File: config.mk
export PLATFORM = sky130hd
export DESIGN_NAME = nios2_qsys_0_div_cell
export DESIGN_NICKNAME = d
export VERILOG_FILES = /design/src/rtl/nios2_qsys_0_div_cell.sv
export SDC_FILE = /design/constraint.sdc
export NUM_CORES = 1
export LEC_CHECK = 0
export ABC_AREA = 0
export CAP_MARGIN = 15
export CORE_MARGIN = 5
export CORE_UTILIZATION = 45
export CTS_BUF_LIST = sky130_fd_sc_hd__clkbuf_16
export DETAILED_ROUTE_END_ITERATION = 10
export GPL_ROUTABILITY_DRIVEN = 0
export PLACE_DENSITY_LB_ADDON = 0.08
export SLEW_MARGIN = 20
export SYNTH_ARGS = -nofsm -noshare
export SYNTH_HDL_FRONTEND = slang
export SYNTH_SLANG_ARGS = --single-unit
File: constraint.sdc
create_clock -name clk -period 4.5 [get_ports clk]
set_input_delay 0.9 -clock clk [delete_from_list [all_inputs] [get_ports clk]]
set_output_delay 0.9 -clock clk [all_outputs]
set_load 0.005 [all_outputs]
File: src/rtl/nios2_qsys_0_div_cell.sv
// Iterative radix-2 restoring divider serving div/divu in the M stage.
// A start pulse in IDLE captures the operands. One PREP cycle forms the magnitudes,
// WIDTH ITER cycles produce the quotient one bit at a time, and one FIX cycle applies
// the signs and registers the results along with a one-cycle done pulse.
module nios2_qsys_0_div_cell #(
  parameter int unsigned WIDTH = 32
) (
  input  logic             clk,
  input  logic             reset_n,
  input  logic [WIDTH-1:0] M_div_src1,
  input  logic [WIDTH-1:0] M_div_src2,
  input  logic             M_div_signed,
  input  logic             M_div_start,
  output logic             M_div_busy,
  output logic             M_div_done,
  output logic [WIDTH-1:0] M_div_cell_result,
  output logic [WIDTH-1:0] M_div_remainder
);

  localparam int unsigned CntW = (WIDTH > 1) ? $clog2(WIDTH) : 1;

  typedef enum logic [1:0] {StIdle, StPrep, StIter, StFix} state_e;

  state_e            state_q, state_d;
  logic [WIDTH-1:0]  a_q, a_d;      // raw dividend, kept for the divide-by-zero remainder
  logic [WIDTH-1:0]  b_q, b_d;      // raw divisor, replaced by its magnitude in PREP
  logic              sgn_q, sgn_d;
  logic [WIDTH-1:0]  quo_q, quo_d;  // dividend magnitude shifting out, quotient shifting in
  logic [WIDTH-1:0]  rem_q, rem_d;  // partial remainder; it is always below the divisor,
                                    // so its top (WIDTH+1-th) bit is implicitly zero
  logic [CntW-1:0]   cnt_q, cnt_d;
  logic              q_neg_q, q_neg_d;
  logic              r_neg_q, r_neg_d;
  logic              dz_q, dz_d;
  logic [WIDTH-1:0]  res_q, res_d;
  logic [WIDTH-1:0]  remd_q, remd_d;
  logic              done_q, done_d;

  logic [WIDTH:0]    shifted;
  logic [WIDTH:0]    trial;

  // Next-state logic for the FSM and the datapath
  always_comb begin
    state_d = state_q;
    a_d     = a_q;
    b_d     = b_q;
    sgn_d   = sgn_q;
    quo_d   = quo_q;
    rem_d   = rem_q;
    cnt_d   = cnt_q;
    q_neg_d = q_neg_q;
    r_neg_d = r_neg_q;
    dz_d    = dz_q;
    res_d   = res_q;
    remd_d  = remd_q;
    done_d  = 1'b0;

    shifted = {rem_q, quo_q[WIDTH-1]};
    trial   = shifted - {1'b0, b_q};

    case (state_q)
      StIdle: begin
        if (M_div_start) begin
          a_d     = M_div_src1;
          b_d     = M_div_src2;
          sgn_d   = M_div_signed;
          state_d = StPrep;
        end
      end
      StPrep: begin
        quo_d   = (sgn_q && a_q[WIDTH-1]) ? -a_q : a_q;
        b_d     = (sgn_q && b_q[WIDTH-1]) ? -b_q : b_q;
        q_neg_d = sgn_q & (a_q[WIDTH-1] ^ b_q[WIDTH-1]);
        r_neg_d = sgn_q & a_q[WIDTH-1];
        dz_d    = (b_q == '0);
        rem_d   = '0;
        cnt_d   = CntW'(WIDTH - 1);
        state_d = StIter;
      end
      StIter: begin
        // Borrow out of the trial subtract means the divisor did not fit: restore
        if (!trial[WIDTH]) begin
          rem_d = trial[WIDTH-1:0];
        end else begin
          rem_d = shifted[WIDTH-1:0];
        end
        quo_d = {quo_q[WIDTH-2:0], ~trial[WIDTH]};
        cnt_d = cnt_q - CntW'(1);
        if (cnt_q == '0) begin
          state_d = StFix;
        end
      end
      StFix: begin
        if (dz_q) begin
          res_d  = '1;
          remd_d = a_q;
        end else begin
          res_d  = q_neg_q ? -quo_q : quo_q;
          remd_d = r_neg_q ? -rem_q : rem_q;
        end
        done_d  = 1'b1;
        state_d = StIdle;
      end
      default: state_d = StIdle;
    endcase
  end

  // State and datapath registers, cleared asynchronously
  always_ff @(posedge clk or negedge reset_n) begin
    if (!reset_n) begin
      state_q <= StIdle;
      a_q     <= '0;
      b_q     <= '0;
      sgn_q   <= 1'b0;
      quo_q   <= '0;
      rem_q   <= '0;
      cnt_q   <= '0;
      q_neg_q <= 1'b0;
      r_neg_q <= 1'b0;
      dz_q    <= 1'b0;
      res_q   <= '0;
      remd_q  <= '0;
      done_q  <= 1'b0;
    end else begin
      state_q <= state_d;
      a_q     <= a_d;
      b_q     <= b_d;
      sgn_q   <= sgn_d;
      quo_q   <= quo_d;
      rem_q   <= rem_d;
      cnt_q   <= cnt_d;
      q_neg_q <= q_neg_d;
      r_neg_q <= r_neg_d;
      dz_q    <= dz_d;
      res_q   <= res_d;
      remd_q  <= remd_d;
      done_q  <= done_d;
    end
  end

  assign M_div_busy        = (state_q != StIdle);
  assign M_div_done        = done_q;
  assign M_div_cell_result = res_q;
  assign M_div_remainder   = remd_q;

endmodule
-- Word level (Yosys, flattened, before mapping)
Cells that the tools add are included.
- word-level logic and storage cells: 56
- output and inout bits: 66
- flip-flop bits (word level): 204
- bitwise gates (word level): 4
- muxes and demuxes: 16
- reductions and logical operators: 11
- equal/unequal tests: 6
- add/subtract/negate cells: 6
- operators by type and width (operator ; number):
    $mux 32 ; 8
    $pmux 32 s2 ; 3
    $neg 32->32 ; 4
    $sub 33x32->33 ; 1
    $logic_not 32->1 ; 1
    $pmux 5 s2 ; 1
    $pmux 2 s4 ; 1
    $ne 2x2->1 const B ; 3
    $reduce_bool 2->1 ; 3
    $logic_not 5->1 ; 1
    $sub 5x1->5 const B ; 1
    $eq 2x2->1 const B ; 2
    $mux 2 ; 2
    $reduce_and 2->1 ; 2
    $reduce_and 3->1 ; 1
    $and 1x1->1 ; 2
    $eq 2x1->1 const B ; 1
    $logic_and 1x1->1 ; 2
    $logic_not 2->1 ; 1
    $mux 1 ; 1
    $not 1->1 ; 1
    $xor 1x1->1 ; 1

-- Logic depth before layout (Yosys ltp)
- word-level depth: 3
- depth in mapped cells: 13
- depth with buffers taken out: 12

-- Worst setup path before layout
OpenSTA, ideal clock, no wires.
- kind: register to register
- from: reg b_q[18]
- to: reg rem_q[12]
- cell stages (with the launch flop): 13
- period minus slack after synthesis: 3243 ps
- arrival: 3102 ps
- library setup time: 141 ps
- setup slack: 1257 ps
- required time: 4359 ps
- path through: dfrtp_1 -> inv_1 -> ha_1 -> and2_1 -> a221oi_1 -> a21oi_1 -> nor3_1 -> a21oi_1 -> a211o_2 -> xor2_2 -> buf_4 -> mux2i_1 -> o22ai_1
- longest elaborated chain between the ends: 3
- RTL lines (item ; RTL line ; source):
    from (decl) ; 26 ; logic [WIDTH-1:0] b_q, b_d;
    from (signal assigned) ; 113 ; b_q <= '0;
    from (signal assigned) ; 127 ; b_q <= b_d;
    $sub 33x32->33 ; 59 ; trial = shifted - {1'b0, b_q};
    $mux 32 ; 82 ; if (!trial[WIDTH]) begin
    $pmux 32 s2 ; 61 ; case (state_q)
    to (signal assigned) ; 130 ; rem_q <= rem_d;
    to (decl) ; 29 ; logic [WIDTH-1:0] rem_q, rem_d;
Every way passes these cells.
A chain may end at the register's enable or synchronous reset.

-- Worst setup path after layout
- from: reg b_q[18]
- to: reg rem_q[20]
The elaborated chain is that of the path after synthesis.

==> flow_summary_export.csv <==
group,metric,value,unit
logic_synthesis,syn_area,0.01312,mm^2
clock_tree,post-cts-setup-buffers,0,
critical_path,arrival,4.12,ns
min_path,hp-class,"input port to async pin",
clock_tree,clockRootBuffer,"clkbuf_16",
floorplanning,io_pins,134,
power_and_ir_drop,switching_share,42.97,%
route,first_iter_violations,692,
critical_path,r2r-start,"b_q[18]$_DFFE_PN0P_",
clock_tree,holdBufCountCts,0,
power_and_ir_drop,leakagePower,0.006582,uW
sta,drv_slew,0,
route,vias,11290,
clock_tree,cts_sinks,204,
critical_path,r2r_slack,0.73,ns
floorplanning,die_height,180.7,um
final_layout,antenna_cells,0,
logic_synthesis,synth_cell_types,73,
final_layout,area_growth,18.36,%
sta,rsz0062_at_grt,"false",
critical_path,crit_fanout,24,
floorplanning,die_area,0.03267,mm^2
power_and_ir_drop,vdd.ir_drop.worst,398.7,uV
flow_run,maxCapViolCount,0,
logic_synthesis,synthTopCellsByCount,"204 x dfrtp_1, 149 x a21oi_1, 126 x nand2_1",
global_route,grt_antenna_before_repair,0,
critical_path,setup.worst_path.class,"flip-flop to flip-flop",
logic_synthesis,synth_largest_area_cell,"dfrtp_1",
sta,skew,0.01334,ns
floorplanning,core_area,0.02878,mm^2
global_route,grt.overflow.total,0,
logic_synthesis,synth_area_leaders,"dfrtp_1 39%, mux2_2 6.7%, a21oi_1 5.7%",
logic_synthesis,synth_warnings,0,
logic_synthesis,yosys.cell_count.top_type,"dfrtp_1",
critical_path,startpoint_type,"flip-flop",
critical_path,worst_setup_path_end_kind,"flip-flop",
floorplanning,rows,62,
clock_tree,cts_tree,"yes",
clock_tree,clk_pin_slew,0.06,ns
logic_synthesis,synth_cells,1495,
route,drc,0,
sta,hold_viol_final,0,
sta,relSlewSlack,24.83,%
route,wirelength,38.39,mm
global_route,grt_usage,22.90,%
global_route,grt_start_max_net_pins,84,
global_route,grt_pass1_wl,62.11,mm
power_and_ir_drop,intPower,6079,uW
logic_synthesis,synth_edf_count,0,
place,dp_hpwl,28.03,mm
sta,tightest_slew,1.125,ns
power_and_ir_drop,power.share.clock,18.1,%
route,drtPass1Iterations,5,
sta,setup_viol,0,
critical_path,required,4.86,ns
clock_tree,h-tree-depth,1,
floorplanning,initial_core_util,45.58,%
critical_path,timing.critical_path.to,"rem_q[20]$_DFFE_PN0P_",
sta,final.setup.tns,0,ns
logic_synthesis,syn_nets,1607,
power_and_ir_drop,finalPower,10660,uW
power_and_ir_drop,pwr-share-seq,32.3,%
logic_synthesis,ys_ff_latch,204,
power_and_ir_drop,power_density,686.6,mW/mm^2
clock_tree,clock_latency,0.53,ns
floorplanning,die_width,180.7,um
logic_synthesis,synthArstFlopShare,100.0,%
logic_synthesis,yosysTopAreaCellShare,38.91,%
run_status,status,"completed",
route,drt-vias-per-instance,5.678,
sta,period_needed,3.766,ns
critical_path,cp-startpoint,"b_q[18]$_DFFE_PN0P_",
logic_synthesis,synth_area_per_cell,8.775,um^2
place,io_buffers,133,
critical_path,rr_worst_depth,12,
global_route,first_global_vias,11220,
power_and_ir_drop,p_comb_share,49.6,%
route,wl_per_cell,19.30,um
final_layout,nNetsFinal,1698,
logic_synthesis,synth_ff_type,"dfrtp_1",
final_layout,drive_above_1_share,9.595,%
power_and_ir_drop,p_sw,4581,uW
route,detail-route-antenna-nets,0,
clock_tree,cts_buffers,25,
clock_tree,clockBufferDepth,3,
critical_path,r2r-end,"rem_q[20]$_DFFE_PN0P_",
clock_tree,cts_resized,0,
logic_synthesis,synth-seq-area-share,38.91,%
sta,clock.fmax,0.2656,GHz
sta,period_share,83.68,%
## logic make-up after synthesis
| logic type | synth area share, % |
|---|---|
| AO/OA/AOI/OAI | 19.56 |
| flip-flops | 38.91 |
| buffers and inverters | 4.797 |
| AND/OR/NAND/NOR | 15.84 |
| XOR/XNOR | 7.878 |
| multiplexers | 8.755 |
| adder cells (fa/ha/maj) | 4.254 |
## power by group through the flow
stage / combinational, uW / sequential (uW) / clock, uW
after floorplan: 3700 / 3220 / 0
after global placement: 5210 / 3450 / 0
after detailed placement: 5260 / 3470 / 0
after CTS: 5300 / 3440 / 1970
after global routing: 5890 / 3570 / 2050
final: 5280 / 3450 / 1930
## layout make-up
cell class / count / area (um^2)
clock buffer: 25 / 625.6
clock inverter: 21 / 147.6
fill: 2727 / 13250
inverter: 80 / 300.3
multi-input combinational: 1128 / 7415
sequential: 204 / 5106
tap: 384 / 480.5
timing repair buffer: 147 / 1453
## critical path: stages, from the launching register on
cell      delay, ns
dfrtp_1        0.45
inv_1          0.07
ha_1           0.39
and2_1         0.21
a221oi_1       0.59
a21oi_1        0.17
nor3_1         0.20
a21oi_1        0.11
a211o_2        0.42
xor2_2         0.20
buf_4          0.41
mux2i_1        0.27
o22ai_1        0.09
## metal layers
layer | wire length (um) | GRT usage [%]
met3 | 1761 | 3.057
met2 | 18400 | 39.05
met5 | 0 | 0
met1 | 17060 | 30.69
met4 | 1167 | 6.473
## flip-flops by register name (all words and copies together), names as in the netlist, 2 cells and up
signal / flops
M_div_cell_result: 32
state_q: 2
cnt_q: 5
a_q: 32
b_q: 32
M_div_remainder: 32
rem_q: 32
quo_q: 32
## cell usage in the layout (no fill, tap or decap), types with 5 or more instances in the layout
master | synthesis | routed
or3_1 | 15 | 15
xor2_1 | 50 | 50
mux2i_1 | 27 | 27
o31ai_1 | 16 | 16
and2_1 | 9 | 9
o22ai_1 | 30 | 30
a21oi_1 | 149 | 149
o21ai_0 | 121 | 121
clkdlybuf4s50_1 | 0 | 132
nand3_1 | 49 | 49
nor3_1 | 39 | 39
a211o_1 | 7 | 7
xnor2_1 | 63 | 63
nand2_1 | 126 | 126
and3_1 | 9 | 9
nand2b_1 | 12 | 12
clkbuf_16 | 0 | 25
clkinv_1 | 1 | 8
o21a_1 | 6 | 6
nand4_1 | 11 | 11
nor4_1 | 15 | 15
buf_4 | 4 | 13
inv_1 | 79 | 84
or4_1 | 6 | 6
nor2b_1 | 8 | 7
a31oi_1 | 8 | 8
a22oi_1 | 8 | 8
clkinv_2 | 0 | 5
o221ai_1 | 11 | 11
ha_1 | 43 | 39
mux2_2 | 78 | 78
a21o_1 | 14 | 14
o41ai_1 | 7 | 7
dfrtp_1 | 204 | 203
nor2_1 | 122 | 122
## through the flow
stage	hold WS (ns)	setup WS, ns	util, %	cells	cell area, um^2
after floorplan	0.4625	1.257	-	1495	13120
after CTS	0.4331	0.7919	53.95	1989	15530
after global placement	0.4875	0.9077	51.25	1943	14750
final	0.4279	0.7343	53.95	1989	15530
after detailed placement	0.4931	0.8128	51.27	1943	14750
after global routing	0.4752	0.5464	53.95	1989	15530
## worst min-delay path by stage
stage               slack [ns]                                end  cells past startpoint
floorplan                 0.46               cnt_q[0]$_DFFE_PN0P_                      1
global placement          0.49               cnt_q[0]$_DFFE_PN0P_                      1
detailed placement        0.49               cnt_q[0]$_DFFE_PN0P_                      1
CTS                       0.43  M_div_cell_result[26]$_DFFE_PN0P_                      1
global route              0.48  M_div_cell_result[27]$_DFFE_PN0P_                      1
finish                    0.43  M_div_cell_result[26]$_DFFE_PN0P_                      1
Note: power is estimated with default switching activity, not from simulation.
